## src/rtl/ctrl_sim_multi_pkg.sv

```systemverilog
// Shared types and constants for the multi-port controller model.
// Script entries use fixed maximum widths so one struct serves every instance.
package ctrl_sim_pkg;

    localparam int BTN_A      = 0;
    localparam int BTN_B      = 1;
    localparam int BTN_SELECT = 2;
    localparam int BTN_START  = 3;
    localparam int BTN_UP     = 4;
    localparam int BTN_DOWN   = 5;
    localparam int BTN_LEFT   = 6;
    localparam int BTN_RIGHT  = 7;

    localparam int FRAME_MAX_W = 32;
    localparam int BITS_MAX    = 16;

    typedef enum logic [1:0] {
        SEQ_IDLE,
        SEQ_RUN,
        SEQ_DONE
    } seq_state_t;

    typedef struct packed {
        logic [FRAME_MAX_W-1:0] frame;
        logic [BITS_MAX-1:0]    btns;
    } script_entry_t;

endpackage

```

## src/rtl/ctrl_sim_multi_if.sv

```systemverilog
// CPU-side controller bus plus the script table write port.
interface ctrl_sim_multi_if #(
    parameter int NUM_PORTS    = 2,
    parameter int BITS         = 8,
    parameter int SCRIPT_DEPTH = 16,
    parameter int FRAME_W      = 16
);
    localparam int PW = (NUM_PORTS > 1) ? $clog2(NUM_PORTS) : 1;
    localparam int AW = (SCRIPT_DEPTH > 1) ? $clog2(SCRIPT_DEPTH) : 1;

    logic [NUM_PORTS-1:0] strobe;
    logic [NUM_PORTS-1:0] rd;
    logic [NUM_PORTS-1:0] data;
    logic                 scr_wr;
    logic [PW-1:0]        scr_port;
    logic [AW-1:0]        scr_idx;
    logic [FRAME_W-1:0]   scr_frame;
    logic [BITS-1:0]      scr_btns;

    modport master (
        output strobe, rd, scr_wr, scr_port, scr_idx, scr_frame, scr_btns,
        input  data
    );

    modport slave (
        input  strobe, rd, scr_wr, scr_port, scr_idx, scr_frame, scr_btns,
        output data
    );

endinterface

```

## src/rtl/ctrl_sim_multi_shift_port.sv

```systemverilog
// One controller port: latched parallel-in/serial-out report register.
// Shifts on the falling edge of rd so the CPU sees the old bit during its access.
module ctrl_shift_port #(
    parameter int   BITS = 8,
    parameter logic FILL = 1'b1
) (
    input  logic            clk,
    input  logic            rst_n,
    input  logic            strobe,
    input  logic            rd,
    input  logic [BITS-1:0] src,
    output logic            data
);

    logic            rd_q;
    logic [BITS-1:0] shift;
    logic [BITS:0]   shift_ext;

    // Prepending FILL and dropping bit 0 also works for a 1-bit report.
    assign shift_ext = {FILL, shift};
    assign data      = shift[0];

    always_ff @(posedge clk) begin
        if (!rst_n) begin
            rd_q  <= 1'b0;
            shift <= '0;
        end else begin
            rd_q <= rd;
            if (strobe) begin
                shift <= src;
            end else if (rd_q && !rd) begin
                shift <= shift_ext[BITS:1];
            end
        end
    end

endmodule

```

## src/rtl/ctrl_sim_multi.sv

```systemverilog
// Multi-port controller model: frame counter, per-port script tables and
// sequencers feeding one shift port each.
module ctrl_sim_multi
    import ctrl_sim_pkg::*;
#(
    parameter int   NUM_PORTS    = 2,
    parameter int   BITS         = 8,
    parameter logic FILL         = 1'b1,
    parameter int   SCRIPT_DEPTH = 16,
    parameter int   FRAME_W      = 16
) (
    input  logic                      clk,
    input  logic                      rst_n,
    ctrl_sim_multi_if.slave           bus,
    input  logic [NUM_PORTS*BITS-1:0] btns_ext,
    input  logic                      vblank,
    input  logic                      script_en,
    output logic [FRAME_W-1:0]        frame_cnt,
    output logic [NUM_PORTS-1:0]      script_done
);

    localparam int PW = (NUM_PORTS > 1) ? $clog2(NUM_PORTS) : 1;
    localparam int AW = (SCRIPT_DEPTH > 1) ? $clog2(SCRIPT_DEPTH) : 1;
    localparam int LW = AW + 1;

    logic                 vblank_q;
    logic [NUM_PORTS-1:0] data_vec;
    logic [NUM_PORTS-1:0] done_vec;

    always_ff @(posedge clk) begin
        if (!rst_n) begin
            vblank_q  <= 1'b0;
            frame_cnt <= '0;
        end else begin
            vblank_q <= vblank;
            if (vblank && !vblank_q && (frame_cnt != '1)) begin
                frame_cnt <= frame_cnt + FRAME_W'(1);
            end
        end
    end

    for (genvar p = 0; p < NUM_PORTS; p++) begin : g_port
        script_entry_t   mem [SCRIPT_DEPTH];
        script_entry_t   cur;
        seq_state_t      state, state_nxt;
        logic [LW-1:0]   len, ptr, ptr_nxt;
        logic [BITS-1:0] btns_q, btns_nxt, src;
        logic            wr_sel, hit, unused_hi;

        assign wr_sel    = bus.scr_wr && !script_en && (bus.scr_port == PW'(p));
        assign cur       = mem[ptr[AW-1:0]];
        assign hit       = cur.frame <= FRAME_MAX_W'(frame_cnt);
        assign unused_hi = ^cur.btns;

        always_ff @(posedge clk) begin
            if (wr_sel) begin
                mem[bus.scr_idx] <= '{frame: FRAME_MAX_W'(bus.scr_frame),
                                      btns:  BITS_MAX'(bus.scr_btns)};
            end
        end

        always_ff @(posedge clk) begin
            if (!rst_n) begin
                len <= '0;
            end else if (wr_sel) begin
                len <= {1'b0, bus.scr_idx} + LW'(1);
            end
        end

        always_ff @(posedge clk) begin
            if (!rst_n) begin
                state  <= SEQ_IDLE;
                ptr    <= '0;
                btns_q <= '0;
            end else begin
                state  <= state_nxt;
                ptr    <= ptr_nxt;
                btns_q <= btns_nxt;
            end
        end

        // Past-due entries are taken one per clock, so a restart catches up gradually.
        always_comb begin
            state_nxt = state;
            ptr_nxt   = ptr;
            btns_nxt  = btns_q;
            case (state)
                SEQ_IDLE: begin
                    ptr_nxt = '0;
                    if (script_en) begin
                        state_nxt = (len == '0) ? SEQ_DONE : SEQ_RUN;
                    end
                end
                SEQ_RUN: begin
                    if (!script_en) begin
                        state_nxt = SEQ_IDLE;
                        ptr_nxt   = '0;
                    end else if (hit) begin
                        btns_nxt = BITS'(cur.btns);
                        ptr_nxt  = ptr + LW'(1);
                        if (ptr + LW'(1) == len) begin
                            state_nxt = SEQ_DONE;
                        end
                    end
                end
                SEQ_DONE: begin
                    if (!script_en) begin
                        state_nxt = SEQ_IDLE;
                        ptr_nxt   = '0;
                    end
                end
                default: begin
                    state_nxt = SEQ_IDLE;
                    ptr_nxt   = '0;
                end
            endcase
        end

        assign src         = script_en ? btns_q : btns_ext[p*BITS +: BITS];
        assign done_vec[p] = (state == SEQ_DONE);

        ctrl_shift_port #(
            .BITS (BITS),
            .FILL (FILL)
        ) u_shift (
            .clk    (clk),
            .rst_n  (rst_n),
            .strobe (bus.strobe[p]),
            .rd     (bus.rd[p]),
            .src    (src),
            .data   (data_vec[p])
        );
    end

    assign bus.data    = data_vec;
    assign script_done = done_vec;

endmodule

```

## src/flat_wrapper.sv

```systemverilog
// flat-port wrapper written by rule: the top's interface ports become plain ports
module ctrl_sim_multi_flat import ctrl_sim_pkg::*;
#(
    parameter int   NUM_PORTS    = 2,
    parameter int   BITS         = 8,
    parameter logic FILL         = 1'b1,
    parameter int   SCRIPT_DEPTH = 16,
    parameter int   FRAME_W      = 16
)
  (clk, rst_n, btns_ext, vblank, script_en, frame_cnt, script_done, bus_strobe, bus_rd, bus_scr_wr, bus_scr_port, bus_scr_idx, bus_scr_frame, bus_scr_btns, bus_data);
  ctrl_sim_multi_if #(.NUM_PORTS(NUM_PORTS), .BITS(BITS), .SCRIPT_DEPTH(SCRIPT_DEPTH), .FRAME_W(FRAME_W)) bus_i ();
  input  logic clk;
  input  logic rst_n;
  input  logic [NUM_PORTS*BITS-1:0] btns_ext;
  input  logic vblank;
  input  logic script_en;
  output logic [FRAME_W-1:0] frame_cnt;
  output logic [NUM_PORTS-1:0] script_done;
  input wire logic [$bits(bus_i.strobe)-1:0] bus_strobe;
  input wire logic [$bits(bus_i.rd)-1:0] bus_rd;
  input wire logic [$bits(bus_i.scr_wr)-1:0] bus_scr_wr;
  input wire logic [$bits(bus_i.scr_port)-1:0] bus_scr_port;
  input wire logic [$bits(bus_i.scr_idx)-1:0] bus_scr_idx;
  input wire logic [$bits(bus_i.scr_frame)-1:0] bus_scr_frame;
  input wire logic [$bits(bus_i.scr_btns)-1:0] bus_scr_btns;
  output wire logic [$bits(bus_i.data)-1:0] bus_data;
  assign bus_i.strobe = bus_strobe;
  assign bus_i.rd = bus_rd;
  assign bus_i.scr_wr = bus_scr_wr;
  assign bus_i.scr_port = bus_scr_port;
  assign bus_i.scr_idx = bus_scr_idx;
  assign bus_i.scr_frame = bus_scr_frame;
  assign bus_i.scr_btns = bus_scr_btns;
  assign bus_data = bus_i.data;
  ctrl_sim_multi #(.NUM_PORTS(NUM_PORTS), .BITS(BITS), .FILL(FILL), .SCRIPT_DEPTH(SCRIPT_DEPTH), .FRAME_W(FRAME_W)) u_core (.clk(clk), .rst_n(rst_n), .bus(bus_i), .btns_ext(btns_ext), .vblank(vblank), .script_en(script_en), .frame_cnt(frame_cnt), .script_done(script_done));
endmodule
```

## config.mk

```make
export PLATFORM = sky130hd
export DESIGN_NAME = ctrl_sim_multi_flat
export DESIGN_NICKNAME = d
export VERILOG_FILES = /design/src/rtl/ctrl_sim_multi_pkg.sv /design/src/rtl/ctrl_sim_multi_if.sv /design/src/rtl/ctrl_sim_multi_shift_port.sv /design/src/rtl/ctrl_sim_multi.sv /design/src/flat_wrapper.sv
export SDC_FILE = /design/constraint.sdc
export NUM_CORES = 1
export LEC_CHECK = 0
export ABC_AREA = 1
export BUFFER_PORTS_ARGS = -buffer_cell sky130_fd_sc_hd__buf_2
export CORE_MARGIN = 2
export CORE_UTILIZATION = 30
export CTS_BUF_LIST = sky130_fd_sc_hd__clkbuf_8
export CTS_CLUSTER_SIZE = 10
export DETAILED_ROUTE_END_ITERATION = 10
export SYNTH_ARGS = -nofsm -noshare
export SYNTH_HDL_FRONTEND = slang
export SYNTH_SLANG_ARGS = --single-unit
```

## constraint.sdc

```tcl
create_clock -name clk -period 3.25 [get_ports clk]
set_clock_uncertainty 0.05 [all_clocks]
set_input_delay 0.65 -clock clk [delete_from_list [all_inputs] [get_ports clk]]
set_output_delay 0.65 -clock clk [all_outputs]
set_load 0.02 [all_outputs]
```

Yosys cells after proc, flatten, opt, wreduce, memory -nomap -nowiden. Memory sizes are Yosys's and may differ from the RTL's. A register that Yosys moved wholly into a read port is not among the register bits. Index checks and enable logic that the tools add are counted.

Word-level logic and storage cells: 95. Output and inout bits: 20. Memories: 2. Memory bits (writable): 768. Bits of input ports: 54. Register bits: 75.

Memories: u_core.g_port[0].mem (depth 16, bits a word 24, read ports 1, clocked after memory_dff 1, wr ports 1, RTL line ctrl_sim_multi.sv:43) `script_entry_t mem [SCRIPT_DEPTH];`; u_core.g_port[1].mem (depth 16, bits a word 24, read ports 1, clocked after memory_dff 1, wr ports 1, RTL line ctrl_sim_multi.sv:43).

Bitwise operators: 1. Eq/ne operators: 15. Mux-type cells: 34. Add/sub/neg operators: 4. $lt $le $gt $ge: 2. Reductions and logical operators: 23.

Operators with widths (count): 32-bit by 16-bit <= comparator with 1-bit output (2); 8-bit two-way mux (6); 5-bit two-way mux (5); 2-bit two-way mux (11); 5-bit one-hot mux with 2 select lines (2); 16-bit by 1-bit adder with 16-bit output, second input constant (1); 4-bit two-way mux (4); 16-bit inequality test, second input constant (1); 3-bit by 2-bit inequality test with 1-bit output, second input constant (4); 2-bit one-hot mux with 3 select lines (2); 5-bit by 1-bit adder with 5-bit output, second input constant (2); 5-bit == test (2); 5-bit logical NOT (2); 2-bit inequality test, second input constant (4); 4-bit AND reduction (2); 1-bit logical AND (7); 3-bit AND reduction (2); 4-bit by 1-bit adder with 5-bit output, second input constant (1); 2-bit by 1-bit == test with 1-bit output, second input constant (2); 2-bit == test, second input constant (2); 1-bit logical NOT (4); 2-bit logical NOT (2); 1-bit two-way mux (4); 2-bit AND reduction (2); other kinds (2) (3).

Logic depth before layout (Yosys ltp).
Word-level depth: 6. Depth in mapped cells: 25. Mapped depth without buffers: 22.

Modules after synthesis. Synthesis repeated with hierarchy kept, for this count alone.

Cell total of the unflattened synthesis: 2855. Area, all modules: 34714.5 sq um.

Modules (own cells, without submodules): ctrl_sim_multi (area each 33813.7 sq um, cells each 2727, sequential area each 24363.4 sq um, instances 1); ctrl_shift_port (area each 450.4 sq um, cells each 64, sequential area each 180.2 sq um, instances 2).

Worst setup path before layout. OpenSTA, ideal clock, no wires.

Path kind: input to register. From: in script_en. To: mem u_core.g_port[0].mem[12][0] in the netlist's numbering (enable). Arrival time: 3.002 ns. Path buffers: 1. Setup time: 0.435 ns. Cell stages on the path: 4. Data required time: 2.765 ns. Slack: -0.237 ns. Cell sequence: nor3_1 > inv_1 > clkbuf_1 > nor3_1.

Word-level cells in the longest chain between the ends: 5.

Ends and longest elaborated chain: start, declared (RTL line flat_wrapper.sv:16) `input logic script_en;`; 1-bit logical NOT (RTL line ctrl_sim_multi.sv:50) `assign wr_sel = bus.scr_wr && !script_en && (bus.scr_port == PW'(p));`; 1-bit logical AND (2 in series) (RTL line ctrl_sim_multi.sv:50); 1-bit two-way mux (RTL line ctrl_sim_multi.sv:56) `if (wr_sel) begin`; 1-bit two-way mux (implied by the code) (RTL line ctrl_sim_multi.sv:57) `mem[bus.scr_idx] <= '{frame: FRAME_MAX_W'(bus.scr_frame),`; end, declared (RTL line ctrl_sim_multi.sv:43).

No other way between the ends.

==> results.py <==
metrics = {
    "final_layout": {
        "fin_cells": 4568,
        "multiInputGateArea_um2": 8852,
        "drive_gt1_share_pct": 14.28,
        "n_fill_cell": 11170,
        "final_area_um2": 40350,
        "regArea_um2": 24740,
        "areaGrowthSynthToFinish_pct": 17.05,
        "final_nets": 3046,
    },
    "critical_path": {
        "arrival_ns": 3.74,
        "critPathCaptureType": "register",
        "crit_family": "simple AND/OR/NAND/NOR gates",
        "critPathLaunchType": "register",
        "worstPathCellList": "inv_6 -> buf_16 -> o21ai_0 -> o22ai_1 -> o211ai_1 -> buf_4 -> nand2_1 -> ha_1 -> nand4_1 -> nor3_4 -> nand2_1 -> nand2_2 -> nand3_1 -> nand2_2 -> inv_1 -> a21oi_2",
        "cpPeakStageDelay_ns": 0.42,
        "critPathBufInv": 4,
        "required_ns": 3.91,
        "slowest_stage": "dfxtp_4",
        "crit_type": "reg -> reg",
        "critPathMaxFanout": 30,
    },
    "power_and_ir_drop": {
        "p_leak_nw": 13.41,
        "power.density_nw_per_um2": 555.2,
        "p_total_mw": 22.40,
        "irDropWorstVdd_mv": 0.2615,
    },
    "synthesis": {
        "synth_top_cell_area_share_pct": 66.91,
        "synth_compound_area_share_pct": 13.70,
        "yosys_warnings": 0,
        "syn-num-nets": 2900,
        "netlist_top_cells_area": "edfxtp_1, o21ai_0, nor2_1, dfxtp_1, o221ai_1",
        "synth_flop_cell": "edfxtp_1",
        "ys_ff_latch": 851,
        "syn-cell-area_um2": 34470,
        "synth_cell_types": 37,
        "yosysSeqAreaShare_pct": 71.73,
        "syn_inst": 2807,
        "async_flop_share_pct": 0,
        "synth_top_family_by_area": "compound AO/OA/AOI/OAI gates",
        "synth_common_cells": "edfxtp_1, nor2_1, o21ai_0",
        "yosys.area.top_type": "edfxtp_1",
        "syn_avg_cell_area_um2": 12.28,
        "synth_xor_area_share_pct": 0.1779,
        "synth_fa_ha_area_share_pct": 1.416,
        "synth_most_common_cell": "edfxtp_1",
        "synthMuxAreaShare_pct": 0,
        "synth_edf_count": 768,
        "yosys.area_share.simple_pct": 9.405,
    },
    "placed_design": {
        "portBuffers": 73,
        "dpl.cell_count": 4312,
        "gp_congestion": 0.8024,
        "dp_hpwl_um": 52180,
        "postPlaceCellArea_um2": 37510,
        "dpl_worst_slack_ns": 0.04611,
    },
    "drt": {
        "vias_per_cell": 5.093,
        "drt_iter0_drc": 2146,
        "vias": 23270,
        "ant_nets": 0,
        "dr.pass1.iters": 5,
        "wl_per_cell_um": 21.10,
        "drt-total-wl_um": 96400,
        "drcViolationCount": 0,
    },
    "timing": {
        "min_period_ns": 3.086,
        "slew_headroom_pct": 55.41,
        "finalSetupViolations": 0,
        "setup_ws_ns": 0.1643,
        "tightest_slew_ns": 0.6688,
        "max_freq_ghz": 0.3241,
        "finalHoldViolCount": 0,
        "hold_ws_ns": 0.1054,
        "period_share_pct": 94.94,
        "slew_violations": 0,
    },
    "min_path": {
        "min_path_type": "in -> reg",
        "hold_start": "btns_ext[0]",
    },
    "clock_network": {
        "numCtsBuffers": 135,
        "path_clk_slew_ns": 0.06,
        "cts_tree": "built",
        "cts.htree.levels": 4,
        "clockBufferDepth": 3,
        "worstSkewPairLatency_ns": 0.81,
        "root_buffer": "clkbuf_8",
        "cts.sinks": 851,
    },
    "die": {
        "coreArea_um2": 114200,
        "die_h_um": 343.0,
        "floorplan.die.width_um": 343.0,
        "die_area_um2": 117600,
        "io-pin-count": 74,
        "rows": 124,
        "start_util_pct": 30.19,
    },
    "outcome": {
        "outcome": "complete, no violations",
    },
    "global_route": {
        "antenna_found_initial": 8,
        "grt_start_max_net_pins": 95,
        "gr-usage-all-layers_pct": 16.01,
        "grt_pass1_vias": 22290,
        "grt_pass1_wl_um": 141700,
        "grt_overflow_total": 0,
    },
    "flow_run": {
        "drv_cap": 0,
    },
}
worst min-delay path, cell delays in order:
cell,delay [ns]
buf_2,0.07
o21ai_0,0.06
a21oi_1,0.13
layout by cell type, fill, tap and decap left out, drive strengths merged, types with 54 or more instances in the layout:
cell type  synthesis  layout
clkbuf           111     149
nand2            202     202
o21ai            474     474
nand3             79      79
a21oi            106     106
o221ai           102     102
inv              104     150
o211ai            54      54
dfxtp             83      83
buf               66     175
o22ai             72      72
edfxtp           768     768
nor2             497     497
per-stage QoR:
stage | setup TNS, ns | utilization, %
4_1_cts | 0 | 35.01
6_report | 0 | 35.33
3_5_place_dp | 0 | 32.85
5_1_grt | -0.1151 | 35.33
2_1_floorplan | -17.09 | -
3_3_place_gp | 0 | 32.85
worst paths after layout:
| path | end | slack (ns) | depth (start not counted) |
|---|---|---|---|
| hold / removal | u_core.g_port[0].u_shift.shift[0]$_SDFFE_PN0P_ | 0.11 | 3 |
| setup reg to reg | register | 0.16 | 16 |
| setup / recovery | register | 0.16 | 16 |
| hold reg to reg | u_core.g_port[0].len[4]$_SDFFE_PN0P_ | 0.43 | 2 |
kinds of logic (layout without fill, tap and decap cells):
group,count (synthesis),after routing
compound gates,816,816
simple gates,810,810
buf+inv,284,531
fa+ha+maj,39,39
flops,851,851
other cells,0,2
xor+xnor,7,7
metal layers:
layer	global-route usage, %	routed length (um)	part of all wire, %	vias to the layer above
met2	25.15	44420	46	866
met1	21.65	42260	44	11550
met4	5.504	2477	2.6	10
met3	3.890	7176	7.4	169
li1	-	-	-	10680
met5	0	66	0.068	-
final cells by class:
type | instances | area share, %
Timing Repair Buffer | 186 | 4.996
Clock buffer | 142 | 4.844
Tap cell | 1512 | 4.689
Inverter | 107 | 1.020
Sequential cell | 851 | 61.32
Multi-Input combinational cell | 1672 | 21.94
Clock inverter | 96 | 1.178
Antenna cell | 2 | 0.01240
state kept, by name, indices dropped and copies added, names as in the netlist, named ones only:
name                         count
u_core.g_port.mem              768
u_core.frame_cnt                16
u_core.g_port.btns_q            16
u_core.g_port.u_shift.shift     16
u_core.g_port.len               10
u_core.g_port.ptr               10
u_core.g_port.state              4
u_core.g_port.u_shift.rd_q       2
u_core.vblank_q                  1
what timing repair did:
| action | 4_1_cts | 5_1_grt |
|---|---|---|
| setup buffers | 0 | 5 |
| gates resized for setup | 0 | 44 |
| hold buffers | 4 | 0 |
| setup endpoints to repair | 0 | 37 |
| hold endpoints to repair | 4 | 0 |
where the power goes:
group,total [mW],internal [mW],switching (mW)
sequential,12.2,12.1,0.0912
clock,8.35,4.20,4.15
combinational,1.90,0.612,1.28
total,22.4,16.9,5.52
Power figures use the tool's default switching activity.
